==> src/rtl/deser_pkg.sv <==
// Shared types and helpers for the multi-sample deserializer.
// Optional feature macro used by the top level: DESER_FLUSH_EN.
package deser_pkg;

    // Fill side: FILL accepts samples, HOLD parks a finished frame behind a busy output.
    typedef enum logic {
        FILL = 1'b0,
        HOLD = 1'b1
    } deser_fill_e;

    // Effective frame length: 0 or anything above the maximum selects the maximum.
    function automatic int unsigned eff_len(input int unsigned cfg, input int unsigned n);
        if (cfg == 0 || cfg > n) begin
            return n;
        end
        return cfg;
    endfunction

endpackage

==> src/rtl/deser_out_reg.sv <==
// One-entry valid/ready output register holding a finished frame and its length.
// can_load tells the producer a new frame may be written at this edge.
module deser_out_reg #(
    parameter int MSG_W = 256,
    parameter int LEN_W = 4
) (
    input  logic             clk,
    input  logic             reset,
    input  logic             load,
    input  logic [MSG_W-1:0] load_msg,
    input  logic [LEN_W-1:0] load_len,
    output logic             can_load,
    output logic             send_val,
    output logic [MSG_W-1:0] send_msg,
    output logic [LEN_W-1:0] send_len,
    input  logic             send_rdy
);

    logic             val_reg;
    logic [MSG_W-1:0] msg_reg;
    logic [LEN_W-1:0] len_reg;

    // Load wins over drain so a frame can replace the one leaving this cycle.
    always_ff @(posedge clk) begin
        if (reset) begin
            val_reg <= 1'b0;
            msg_reg <= '0;
            len_reg <= '0;
        end else if (load) begin
            val_reg <= 1'b1;
            msg_reg <= load_msg;
            len_reg <= load_len;
        end else if (send_rdy) begin
            val_reg <= 1'b0;
        end
    end

    assign can_load = !val_reg || send_rdy;
    assign send_val = val_reg;
    assign send_msg = msg_reg;
    assign send_len = len_reg;

endmodule

==> src/rtl/deser_multi.sv <==
// Multi-sample deserializer: collects a runtime-selected number of samples into a
// flattened frame, double-buffered against a one-entry output register.
// Optional feature: define DESER_FLUSH_EN to add the flush port (early frame close).
module deserializer_multi
    import deser_pkg::*;
#(
    parameter int BIT_WIDTH = 32,
    parameter int N_SAMPLES = 8,
    parameter int CNT_W     = $clog2(N_SAMPLES + 1)
) (
    input  logic                           clk,
    input  logic                           reset,
    input  logic [CNT_W-1:0]               cfg_len,
    input  logic [BIT_WIDTH-1:0]           recv_msg,
    input  logic                           recv_val,
    output logic                           recv_rdy,
    output logic [N_SAMPLES*BIT_WIDTH-1:0] send_msg,
    output logic [CNT_W-1:0]               send_len,
    output logic                           send_val,
`ifdef DESER_FLUSH_EN
    input  logic                           flush,
`endif
    input  logic                           send_rdy
);

    localparam logic [CNT_W-1:0] ONE = CNT_W'(1);

    deser_fill_e            state_reg;
    deser_fill_e            state_next;
    logic [CNT_W-1:0]       count_reg;
    logic [CNT_W-1:0]       len_reg;
    logic [CNT_W-1:0]       hold_len_reg;
    logic [BIT_WIDTH-1:0]   buf_reg [N_SAMPLES];
    logic [BIT_WIDTH-1:0]   slot_data [N_SAMPLES];

    logic                   accept;
    logic [CNT_W-1:0]       first_len;
    logic [CNT_W-1:0]       cur_len;
    logic                   last;
    logic                   flush_close;
    logic                   close;
    logic [CNT_W-1:0]       close_len;
    logic                   can_load;
    logic                   load;
    logic [CNT_W-1:0]       frame_len;
    logic [N_SAMPLES*BIT_WIDTH-1:0] frame_msg;

    assign accept    = recv_val && recv_rdy;
    assign first_len = CNT_W'(eff_len(int'(cfg_len), N_SAMPLES));
    // The length is taken from cfg_len only for the first sample; afterwards it is frozen.
    assign cur_len   = (count_reg == '0) ? first_len : len_reg;
    assign last      = accept && (count_reg == (cur_len - ONE));
    // Samples collected including one accepted this cycle; equals cur_len when last.
    assign close_len = count_reg + (accept ? ONE : '0);

`ifdef DESER_FLUSH_EN
    assign flush_close = flush && (state_reg == FILL) && ((count_reg != '0) || accept);
`else
    assign flush_close = 1'b0;
`endif

    assign close = (state_reg == FILL) && (last || flush_close);

    // Fill state register.
    always_ff @(posedge clk) begin
        if (reset) begin
            state_reg <= FILL;
        end else begin
            state_reg <= state_next;
        end
    end

    // Next state: park a closed frame when the output cannot take it, release on drain.
    always_comb begin
        state_next = state_reg;
        case (state_reg)
            FILL:    if (close && !can_load) state_next = HOLD;
            HOLD:    if (can_load)           state_next = FILL;
            default: state_next = FILL;
        endcase
    end

    // Outputs of the fill FSM: input ready and output register load strobe.
    always_comb begin
        recv_rdy  = (state_reg == FILL);
        load      = 1'b0;
        frame_len = hold_len_reg;
        case (state_reg)
            FILL: begin
                load      = close && can_load;
                frame_len = close_len;
            end
            HOLD: begin
                load      = can_load;
                frame_len = hold_len_reg;
            end
            default: ;
        endcase
    end

    // Count, latched frame length and held-frame length.
    always_ff @(posedge clk) begin
        if (reset) begin
            count_reg    <= '0;
            len_reg      <= '0;
            hold_len_reg <= '0;
        end else if (state_reg == FILL) begin
            if (close) begin
                count_reg    <= '0;
                hold_len_reg <= close_len;
            end else if (accept) begin
                count_reg <= count_reg + ONE;
            end
            if (accept && (count_reg == '0)) begin
                len_reg <= first_len;
            end
        end
    end

    // Per-slot storage, bypass of the sample arriving this cycle, and zero-masking.
    generate
        for (genvar gi = 0; gi < N_SAMPLES; gi++) begin : g_slot
            // Slot gi captures the sample accepted while count points at it.
            always_ff @(posedge clk) begin
                if (reset) begin
                    buf_reg[gi] <= '0;
                end else if (accept && (count_reg == CNT_W'(gi))) begin
                    buf_reg[gi] <= recv_msg;
                end
            end

            assign slot_data[gi] = (accept && (count_reg == CNT_W'(gi))) ? recv_msg : buf_reg[gi];
            assign frame_msg[gi*BIT_WIDTH +: BIT_WIDTH] =
                (CNT_W'(gi) < frame_len) ? slot_data[gi] : '0;
        end
    endgenerate

    deser_out_reg #(
        .MSG_W (N_SAMPLES*BIT_WIDTH),
        .LEN_W (CNT_W)
    ) u_out (
        .clk      (clk),
        .reset    (reset),
        .load     (load),
        .load_msg (frame_msg),
        .load_len (frame_len),
        .can_load (can_load),
        .send_val (send_val),
        .send_msg (send_msg),
        .send_len (send_len),
        .send_rdy (send_rdy)
    );

endmodule

==> config.mk <==
export PLATFORM = sky130hd
export DESIGN_NAME = deserializer_multi
export DESIGN_NICKNAME = d
export VERILOG_FILES = /design/src/rtl/deser_pkg.sv /design/src/rtl/deser_out_reg.sv /design/src/rtl/deser_multi.sv
export SDC_FILE = /design/constraint.sdc
export NUM_CORES = 1
export LEC_CHECK = 0
export BUFFER_PORTS_ARGS = -buffer_cell sky130_fd_sc_hd__buf_2
export CAP_MARGIN = 10
export CORE_UTILIZATION = 50
export DETAILED_ROUTE_END_ITERATION = 8
export PLACE_DENSITY = 0.71
export SLEW_MARGIN = 20
export SYNTH_ARGS = -nofsm -noshare
export SYNTH_HDL_FRONTEND = slang
export SYNTH_SLANG_ARGS = --single-unit
==> constraint.sdc <==
create_clock -name clk -period 4.15 [get_ports clk]
set_input_delay 0.83 -clock clk [delete_from_list [all_inputs] [get_ports clk]]
set_output_delay 0.83 -clock clk [all_outputs]
set_load 0.01 [all_outputs]
# Yosys cells after proc, flatten, opt, wreduce, memory -nomap -nowiden
# Memory sizes are Yosys's and may differ from the RTL's.
# Cells that the tools add are included.
[totals] ff_bits=274 mem_bits_rw=256 in_bits=40 output_inout_bits=262 mem_count=1
[op_classes] add_sub_neg=3 n_lt_le_gt_ge=9 eq_ne=8 n_mux=64 bitwise=9 reduce_logical=24
[mem_list] name="buf_reg" depth=8 width=32 read_ports=8 rd_clocked_by_memory_dff=0 wr=8 line_no="deser_multi.sv:33" source="logic [BIT_WIDTH-1:0] buf_reg [N_SAMPLES];"
[ops] cell="two-way mux 32 bit" count=24
[ops] cell="two-way mux 1 bit" count=32
[ops] cell="two-way mux 4 bit" count=5
[ops] cell="== test 4 x 3 -> 1 bit (second input constant)" count=4
[ops] cell="< comparator 3 x 4 -> 1 bit (first input constant)" count=4
[ops] cell="logical AND 1 bit" count=13
[ops] cell="== test 4 x 2 -> 1 bit (second input constant)" count=2
[ops] cell="logical NOT 4 bit" count=2
[ops] cell="< comparator 1 x 4 -> 1 bit (first input constant)" count=2
[ops] cell="< comparator 2 x 4 -> 1 bit (first input constant)" count=2
[ops] cell="OR 1 bit" count=8
[ops] cell="one-hot mux 4 bit (2 select lines)" count=1
[ops] cell="AND reduction 2 bit" count=3
[ops] cell="adder 4 x 1 -> 4 bit" count=1
[ops] cell="adder 4 x 1 -> 4 bit (second input constant)" count=1
[ops] cell="== test 4 x 1 -> 1 bit (second input constant)" count=1
[ops] cell="== test 4 bit" count=1
[ops] cell="greater-than comparator 4 bit (second input constant)" count=1
[ops] cell="one-hot mux 1 bit (2 select lines)" count=2
[ops] cell="nonzero test 2 bit" count=2
[ops] cell="subtractor 4 x 1 -> 4 bit (second input constant)" count=1
[ops] cell="logical NOT 1 bit" count=2
[ops] cell="logical OR 1 bit" count=2
[ops] cell="NOT 1 bit" count=1

# Logic depth before layout (Yosys ltp)
# Gate-level depths: netlist of the first run.
[logic_depth] ltp_word=12 depth_mapped=15 depth_no_buf=11

# Cells and area by module
# From an unflattened synthesis of the first run, not the netlist that was laid out.
[unflattened] hier_cells=2412 hier_area_um2=23462.5
[modules_own_cells] mod="deserializer_multi" n_inst=1 cells_each=1570 area_per_inst_um2=14221.1
[modules_own_cells] mod="deser_out_reg" n_inst=1 cells_each=842 area_per_inst_um2=9241.4

# Least setup slack after synthesis of the first run
# OpenSTA, ideal clock, no wires.
[synth_path] path_type="register -> register" startpoint="register count_reg[1]" endpoint="register u_out.msg_reg[10], in the netlist u_out.send_msg[10]" setup_time_ps=116 t_arrival_ps=3199 required_time_ps=4034 path_slack_ps=835 path_stages_with_launch=14 n_path_buf=3 synth_period_minus_slack_ps=3315 cell_sequence="dfxtp_1 > clkbuf_1 > inv_1 > ha_1 > nor3b_4 > mux2i_2 > ha_1 > xor2_1 > o211a_1 > a31oi_2 > clkbuf_1 > clkbuf_1 > nor4_1 > a31o_2"
[synth_between] elab_chain_cells=8 word_cells_on_any_way=14 classes_between="add/sub: 2; order compare: 1; eq/ne: 1; mux: 5; reduce/logical: 5"
[synth_rtl] element="from (decl)" line_no="deser_multi.sv:30" source="logic [CNT_W-1:0] count_reg;"
[synth_rtl] element="from (signal assigned)" line_no="deser_multi.sv:112" source="count_reg <= count_reg + ONE;"
[synth_rtl] element="logical NOT 4 bit" line_no="deser_multi.sv:51, deser_multi.sv:132"
[synth_rtl] element="two-way mux 4 bit" line_no="deser_multi.sv:51" source="assign cur_len = (count_reg == '0) ? first_len : len_reg;"
[synth_rtl] element="subtractor 4 x 1 -> 4 bit" line_no="deser_multi.sv:52" source="assign last = accept && (count_reg == (cur_len - ONE));"
[synth_rtl] element="== test 4 bit" line_no="deser_multi.sv:52"
[synth_rtl] element="logical AND 1 bit" line_no="deser_multi.sv:52"
[synth_rtl] element="logical AND 1 bit" line_no="deser_multi.sv:62" source="assign close = (state_reg == FILL) && (last || flush_close);"
[synth_rtl] element="logical AND 1 bit" line_no="deser_multi.sv:90" source="load = close && can_load;"
[synth_rtl] element="one-hot mux 1 bit (2 select lines)" line_no="deser_multi.sv:88" source="case (state_reg)"
[synth_rtl] element="to (signal assigned)" line_no="deser_out_reg.sv:31" source="msg_reg <= load_msg;"
[synth_rtl] element="to (decl)" line_no="deser_out_reg.sv:20" source="logic [MSG_W-1:0] msg_reg;"
# Several ways; a longest one is shown, not always the timed one.
# A chain may end at the register's enable or synchronous reset.

# Worst setup path in the final report of the first run
[layout_path] startpoint="register count_reg[0]" endpoint="register u_out.msg_reg[15], in the netlist u_out.send_msg[15]"
# The elaborated chain is that of the path after synthesis.

==> key figures, run 1 <==
Timing
  • RSZ-0062 raised after global routing: false
  • Worst clock skew: 15.3 ps
  • WHS: 456 ps
  • Sum Neg Setup Slack: 0 ps
  • Period minus WS final: 3770 ps
  • Maximum clock frequency: 0.265 GHz
  • Final setup violation count: 0
  • Final period utilization: 90.9%
  • Slew HR: 34.5%
  • Worst Tran Pin Value: 981 ps
  • Final hold vios: 0
  • Slew Viols, Final: 0

Place
  • Placed Area: 24600 sq um
  • Final Wtd Congestion: 0.868
  • Port-buffer cells: 301
  • Post-detail-place hpwl: 39500 microns
  • Placed cells: 2710

Floorplan
  • Initial Utilization: 51.0%
  • Cell Rows: 77
  • Core area: 44500 sq um
  • Die Footprint: 46200 sq um
  • Die Wd: 215 microns
  • Die Ht: 215 microns
  • I/O pins: 302

Clock tree
  • Post-cts sizing count: 0
  • H-Tree Depth: 2
  • Clock Path Buffers: 3
  • Cts hold-fix bufs: 0
  • Worst skew pair latency: 610 ps
  • CTS tree: yes
  • CTS sink cnt: 530
  • Post-CTS Setup Bufs: 0
  • Clock root buffer: clkbuf_16
  • Clock Pin Slew Worst Setup and Hold Paths: 60 ps
  • CTS Buf Count: 56

Drt
  • Initial DRT Pass Iterations: 5
  • Routed via count: 16500
  • Antenna Violating Nets Remaining: 0
  • Via-to-Cell Ratio: 5.87
  • Detailed Route WL: 62100 microns
  • Drt initial violations: 1293
  • # DRC: 0
  • Avg WL per Cell: 22.0 microns

Synth
  • Avg Inst Size Synth: 11.5 sq um
  • Compound-Gate Fraction of Synth Area: 11.5%
  • Sequential area share after synthesis: 58.1%
  • Number of synthesized flops with an enable pin: 256
  • Async S/R FF share, synth: 0%
  • Top-count cell post-synth: dfxtp_1
  • Syn nets: 2025
  • Synth Flop Type: dfxtp_1
  • Yosys reg bits: 530
  • Mux cell area share after synthesis: 10.5%
  • Largest family of logic cells by synthesized area: simple AND/OR/NAND/NOR gates
  • Top cells by instance count after synthesis: dfxtp_1, edfxtp_1, mux2i_1, and2_1, clkbuf_1
  • XOR/XNOR Fraction of Synth Area: 0.425%
  • Warnings, synthesis: 0
  • Yosys top cell by area: edfxtp_1
  • Synth Instances: 1978
  • Netlist Area Pre-Place: 22700 sq um
  • Cell variety after synth: 52
  • Simple logic cell fraction of the synthesized area: 15.2%
  • Area contributors post-synth: edfxtp_1, dfxtp_1, mux2i_1, and2_1, o2bb2ai_1
  • Post-synth top area share: 33.9%
  • Post-Synth Adder-Cell Area: 0.386%

Finish
  • Layout Nets: 2223
  • Synth-to-Final Area Change: 17.2%
  • Layout cell share with drive strength beyond 1: 23.2%
  • Non-filler cells, final: 2817
  • Post-layout util: 59.7%
  • Final Cell Area: 26600 sq um

Worst setup path
  • CP Launch Type: flip-flop
  • Required time worst endpoint: 4640 ps
  • Crit path kind: flip-flop to flip-flop
  • CP Capture Type: flip-flop
  • Worst Path Max Fanout: 56
  • CP Data Arrival Time: 4260 ps

Outcome
  • Status: finished, final reports clean

Pwr
  • Power per cell area: 439 nW/um^2
  • Worst VDD drop: 0.000317 V
  • Leakage: 11.8 nW

Global routing
  • Largest net degree at the start of global routing: 97
  • Total grt overflow: 0
  • Initial antenna violation count: 2
  • Vias in the first global route: 16200
  • Global-route wire length before repair: 95500 microns
  • GRT Resource Usage Total: 26.3%

Min path
  • Worst min-delay path class: flip-flop to flip-flop

Run
  • Max-cap violations: 0
## worst paths after layout
kind / end / slack [ps] / cells after the start / start
max: u_out.send_msg[15] / 380 / 11 / count_reg[0]
min: u_out.send_msg[107] / 460 / 2 / u_out.send_msg[107]
max reg2reg: u_out.send_msg[15] / 380 / 11 / count_reg[0]
min reg2reg: u_out.send_msg[107] / 460 / 2 / u_out.send_msg[107]
## metrics by stage
stage	setup WS [ps]	total power [mW]
after floorplan	835	6.25
after global placement	532	6.49
after detailed placement	403	6.52
after CTS	391	11.7
after global routing	165	12.0
final	378	11.7
## cell families (layout without fill, tap and decap cells)
family                   count (synthesis)  count (layout)
AND/OR/NAND/NOR                        625             625
flip-flops                             530             530
AO/OA/AOI/OAI                          350             350
multiplexers                           237             237
buffers and inverters                  221             466
XOR/XNOR                                 8               8
adder cells (fa/ha/maj)                  7               7
other                                    0               2
## critical path: stages, from the launching register on
cell,delay [ps]
dfxtp_1,420
inv_1,150
ha_1,230
nor3b_4,390
mux2i_2,420
ha_1,310
xor2_1,150
o211a_1,270
a31o_1,330
nand2_4,330
buf_12,320
a31o_2,280
## metal layers
metal | vias to the layer above | global-route usage, % | wire length (microns)
met5 | - | 0 | 0
met4 | 0 | 8.35 | 1510
met3 | 97 | 5.22 | 4750
met2 | 629 | 42.2 | 29200
met1 | 8130 | 35.8 | 26600
li1 | 7692 | - | -
## cells in the final DEF (no fill, tap or decap), types with 4 or more instances in the layout
cell type / synthesis / routed
edfxtp_1: 256 / 256
nand3_1: 71 / 71
inv_6: 0 / 4
a31o_1: 15 / 15
and3_1: 32 / 32
clkbuf_8: 0 / 10
or4_1: 34 / 34
nor4_1: 65 / 65
a31o_2: 51 / 51
o31ai_1: 33 / 33
nor2_2: 0 / 7
inv_1: 7 / 7
buf_2: 22 / 301
a31oi_1: 36 / 36
buf_4: 0 / 46
and2_1: 226 / 226
clkinv_2: 0 / 6
buf_12: 0 / 4
o2bb2ai_1: 96 / 96
nand2_1: 151 / 143
dfxtp_1: 274 / 274
or3_1: 5 / 5
clkbuf_1: 174 / 19
nor3_1: 8 / 8
nor2b_1: 5 / 5
nor2_1: 17 / 10
o21ai_0: 32 / 32
nand2_2: 0 / 7
bufinv_16: 0 / 5
mux2i_1: 236 / 235
o211ai_1: 32 / 32
a21oi_1: 41 / 41
clkbuf_16: 0 / 61
ha_1: 7 / 7
## layout make-up
type | count | area [sq um]
Clock inverter | 14 | 206
Multi-Input combinational cell | 1227 | 8720
Timing Repair Buffer | 352 | 1950
Tap cell | 592 | 741
Sequential cell | 530 | 13200
Inverter | 9 | 38.8
Clock buffer | 91 | 1740
Fill cell | 3652 | 17900
Antenna cell | 2 | 5.00
## power by group
part | internal (mW) | switching, mW
Sequential | 5.61 | 0.0445
Clock | 3.18 | 2.08
Combinational | 0.200 | 0.555
Power figures use the tool's default switching activity.
==> run 2, diff against run 1 <==
--- a/config.mk
+++ b/config.mk
@@ -9,7 +9,7 @@
 export CAP_MARGIN = 10
 export CORE_UTILIZATION = 50
 export DETAILED_ROUTE_END_ITERATION = 8
-export PLACE_DENSITY = 0.71
+export PLACE_DENSITY = 0.73
 export SLEW_MARGIN = 20
 export SYNTH_ARGS = -nofsm -noshare
 export SYNTH_HDL_FRONTEND = slang
==> constraint.sdc (replaced) <==
create_clock -name clk -period 3.33 [get_ports clk]
set_input_delay 0.666 -clock clk [delete_from_list [all_inputs] [get_ports clk]]
set_output_delay 0.666 -clock clk [all_outputs]
set_load 0.01 [all_outputs]
==> key figures, run 2 (synthesis gave the netlist of run 1 again) <==
Floorplan
  • Die Wd: 215 microns
  • Die Ht: 215 microns
  • Initial Utilization: 51.0%
  • Cell Rows: 77
  • Die Footprint: 46200 sq um
  • I/O pins: 302
  • Core area: 44500 sq um

Timing
  • Final hold vios: 0
  • Maximum clock frequency: 0.316 GHz
  • Period minus WS final: 3170 ps
  • Final worst setup slack: 164 ps
  • Slew HR: 32.7%
  • Final setup violation count: 0
  • RSZ-0062 raised after global routing: false
  • Final period utilization: 95.1%
  • Slew Viols, Final: 0
  • Worst clock skew: 10.3 ps
  • Worst Tran Pin Value: 1010 ps
  • Sum Neg Setup Slack: 0 ps

Drt
  • Drt initial violations: 1540
  • Initial DRT Pass Iterations: 5
  • Detailed Route WL: 61900 microns
  • Avg WL per Cell: 21.9 microns
  • Antenna Violating Nets Remaining: 0
  • # DRC: 0
  • Via-to-Cell Ratio: 5.90
  • Routed via count: 16600

Finish
  • Most frequent cells in the layout: buf_2, dfxtp_1, edfxtp_1
  • Most common cell after layout, fill and taps aside: buf_2
  • Final Cell Area: 26600 sq um
  • Synth-to-Final Area Change: 17.4%
  • Post-layout util: 59.8%
  • Layout cell share with drive strength beyond 1: 23.4%
  • Non-filler cells, final: 2822
  • Antenna Cells: 0
  • Layout Nets: 2232

Worst setup path
  • CP Launch Type: flip-flop
  • Required time worst endpoint: 3840 ps
  • Crit path kind: flip-flop to flip-flop
  • CP Data Arrival Time: 3680 ps
  • Critical path's top delay family: simple AND/OR/NAND/NOR gates
  • CP Capture Type: flip-flop
  • Critical path, cell by cell: inv_1 -> ha_4 -> nor3b_4 -> mux2i_4 -> ha_1 -> xor2_1 -> o211a_1 -> a31oi_4 -> or4_4 -> buf_12 -> o2bb2ai_1
  • Crit-path slowest cell: or4_4
  • Crit path buffers/inverters: 2
  • Worst Path Max Fanout: 32
  • Crit-path max cell delay: 550 ps

Clock tree
  • Clock root buffer: clkbuf_16
  • Clock Pin Slew Worst Setup and Hold Paths: 60 ps
  • CTS tree: yes
  • CTS sink cnt: 530
  • H-Tree Depth: 2
  • CTS Buf Count: 54
  • Clock Path Buffers: 3
  • Worst skew pair latency: 590 ps

Min path
  • Worst min-delay path class: input port to flip-flop

Global routing
  • Vias in the first global route: 16100
  • Total grt overflow: 0
  • Global-route wire length before repair: 95700 microns
  • Largest net degree at the start of global routing: 127
  • GRT Resource Usage Total: 26.3%
  • Initial antenna violation count: 0

Pwr
  • Leakage: 11.8 nW
  • Power per cell area: 529 nW/um^2
  • Worst VDD drop: 0.000376 V

Place
  • Port-buffer cells: 301
  • Placed Area: 24800 sq um
  • Final Wtd Congestion: 0.852
  • Placed cells: 2720
  • Post-detail-place hpwl: 39000 microns
  • Placement Setup Slack: -68.8 ps

Outcome
  • Status: finished, final reports clean

Run
  • Max-cap violations: 0
==> run 2: cell types whose count changed in the layout (fill, tap and decap cells not counted), sizes merged <==
cell    previous run  this run
buf              352       363
clkinv             7        11
inv               11        10
diode              2         0
bufinv             5         3
clkbuf            91        86
==> run 2: worst min-delay path: stages <==
cell and delay, ps:
buf_2 130, nor3_1 70, nor3_1 130
==> run 2: layer usage <==
layer / wire (microns) / vias up / GRT usage (%)
met5: 0 / - / 0
met4: 1700 / 0 / 8.46
met3: 4700 / 110 / 5.39
met2: 28600 / 662 / 41.2
met1: 26900 / 8174 / 36.6
li1: - / 7698 / -
==> run 2: report_power, final <==
part / total (mW) / internal [mW] / switching, mW / leakage, nW
registers: 7.04 / 6.99 / 0.0496 / 4.87
clock network: 6.04 / 3.57 / 2.48 / 0.870
logic: 0.992 / 0.279 / 0.713 / 6.08
total: 14.1 / 10.8 / 3.24 / 11.8
==> run 2: final timing paths <==
| kind | end | from | slack (ps) | cells past startpoint |
|---|---|---|---|---|
| hold / removal | len_reg[3] | cfg_len[3] | 460 | 3 |
| setup reg to reg | u_out.send_msg[184] | count_reg[0] | 160 | 11 |
| setup / recovery | u_out.send_msg[184] | count_reg[0] | 160 | 11 |
| hold reg to reg | u_out.send_msg[186] | u_out.send_msg[186] | 460 | 1 |
==> run 2: area by class of cell <==
class	instances	area, sq um
Clock buffer	86	1630
Fill cell	3621	17900
Tap cell	592	741
Timing Repair Buffer	363	2140
Inverter	9	38.8
Clock inverter	15	149
Sequential cell	530	13200
Multi-Input combinational cell	1227	8770
==> run 2: what timing repair did <==
action,4_1_cts,5_1_grt
setup buffers,0,1
pin swaps,0,2
hold buffers,0,0
resized for setup,0,13
setup endpoints to repair,3,252
==> run 2: stage by stage <==
step	power (mW)	hold slack [ps]
3_5_place_dp	8.15	441
5_1_grt	14.5	476
3_3_place_gp	8.12	442
6_report	14.1	456
2_1_floorplan	7.79	473
4_1_cts	14.2	426
==> run 3, diff against run 2 <==
--- a/config.mk
+++ b/config.mk
@@ -10,6 +10,7 @@
 export CORE_UTILIZATION = 50
 export DETAILED_ROUTE_END_ITERATION = 8
 export PLACE_DENSITY = 0.73
+export REMOVE_ABC_BUFFERS = 1
 export SLEW_MARGIN = 20
 export SYNTH_ARGS = -nofsm -noshare
 export SYNTH_HDL_FRONTEND = slang
==> key figures, run 3 (synthesis gave the netlist of run 1 again) <==
Place
  • Post-detail-place hpwl: 40400 microns
  • Final Wtd Congestion: 0.884
  • Port-buffer cells: 301

Timing
  • Final hold vios: 0
  • Period minus WS final: 3220 ps
  • Slew Viols, Final: 0
  • RSZ-0062 raised after global routing: false
  • Maximum clock frequency: 0.310 GHz
  • Final setup violation count: 0
  • Worst clock skew: 21.2 ps
  • WHS: 415 ps
  • Final period utilization: 96.7%
  • Slew HR: 53.7%
  • Sum Neg Setup Slack: 0 ps
  • Worst Tran Pin Value: 693 ps

Finish
  • Antenna Cells: 0
  • Synth-to-Final Area Change: 17.5%
  • Most common cell after layout, fill and taps aside: buf_2
  • Layout cell share with drive strength beyond 1: 24.0%
  • Most frequent cells in the layout: buf_2, dfxtp_1, edfxtp_1
  • Layout Nets: 2245

Worst setup path
  • Worst Path Max Fanout: 74
  • Crit-path max cell delay: 530 ps
  • Critical path, cell by cell: inv_1 -> ha_2 -> nor3b_4 -> buf_4 -> nor2_1 -> a31oi_1 -> ha_1 -> xnor2_1 -> xnor2_2 -> a31oi_4 -> buf_12 -> nor4_1 -> a31o_2
  • Crit path kind: flip-flop to flip-flop
  • CP Launch Type: flip-flop
  • Critical path's top delay family: simple AND/OR/NAND/NOR gates
  • Crit-path slowest cell: nor4_1
  • CP Capture Type: flip-flop
  • CP Data Arrival Time: 3770 ps
  • Crit path buffers/inverters: 3
  • Required time worst endpoint: 3870 ps

Outcome
  • Status: finished, final reports clean

Run
  • Max-cap violations: 0

Drt
  • Routed via count: 16900
  • # DRC: 0
  • Drt initial violations: 1674
  • Antenna Violating Nets Remaining: 0
  • Initial DRT Pass Iterations: 5
  • Via-to-Cell Ratio: 5.96
  • Detailed Route WL: 66400 microns
  • Avg WL per Cell: 23.4 microns

Clock tree
  • H-Tree Depth: 2
  • CTS Buf Count: 54
  • CTS sink cnt: 530
  • CTS tree: yes
  • Worst skew pair latency: 610 ps
  • Clock root buffer: clkbuf_16
  • Clock Pin Slew Worst Setup and Hold Paths: 60 ps
  • Clock Path Buffers: 3
  • Cts hold-fix bufs: 0

Global routing
  • Total grt overflow: 0
  • Largest net degree at the start of global routing: 108
  • Initial antenna violation count: 5
  • Vias in the first global route: 16000
  • GR peak layer: met2
  • Global-route wire length before repair: 98300 microns
  • M1 GR Usage: 37.9%
  • Met3 usage: 5.38%
  • Met2 Use GR: 43.8%
  • GRT Resource Usage Total: 28.0%

Floorplan
  • Die Footprint: 46200 sq um
  • Initial Utilization: 51.0%
  • Core area: 44500 sq um
  • Cell Rows: 77
  • I/O pins: 302
  • Die Ht: 215 microns
  • Die Wd: 215 microns

Pwr
  • Leakage: 11.9 nW
  • Power per cell area: 526 nW/um^2
  • Worst VDD drop: 0.000420 V

Min path
  • Worst min-delay path class: input port to flip-flop
-- run 3: per-stage QoR --
stage	util, %	total power [mW]	worst slack (ps)	instance area [sq um]	cells
3_3_place_gp	55.9	8.18	126	24900	2734
4_1_cts	59.8	14.1	91.2	26600	2834
3_5_place_dp	55.9	8.21	46.4	24900	2734
6_report	59.9	14.0	108	26600	2834
2_1_floorplan	-	7.69	-5470	21800	1766
5_1_grt	59.9	14.4	14.4	26600	2834
-- run 3: final cells by class --
class	instances	area [sq um]
tap	592	741
inverter	9	36.3
timing repair buffer	376	2250
sequential	530	13200
clock inverter	20	131
multi-input combinational	1227	8720
fill	3699	17900
clock buffer	80	1600
-- run 3: path summary, 6_finish.rpt --
path / slack, ps / startpoint / end / cells after the start
setup / recovery: 110 / count_reg[0] / u_out.send_msg[11] / 13
hold / removal: 420 / reset / hold_len_reg[3] / 2
setup reg to reg: 110 / count_reg[0] / u_out.send_msg[11] / 13
hold reg to reg: 450 / u_out.send_msg[118] / u_out.send_msg[118] / 2
-- run 3: metal layers --
layer  vias to the layer above  wire (microns)  part of all wire, %
met5                         -               0                    0
met4                         0            2700                  4.1
met3                       130            5730                  8.6
met2                       768           30400                   46
met1                      8269           27600                   42
li1                       7722               -                    -
-- run 3: repair_timing --
action,in CTS,in global routing
resized for setup,0,9
setup buffers,0,0
setup endpoints to repair,0,162
-- run 3: power breakdown --
part	internal (mW)	leakage [nW]	switching [mW]	total, mW
sequential	6.99	4.87	0.0479	7.04
combinational	0.287	6.15	0.757	1.04
clock	3.40	0.871	2.54	5.94
total	10.7	11.9	3.34	14.0
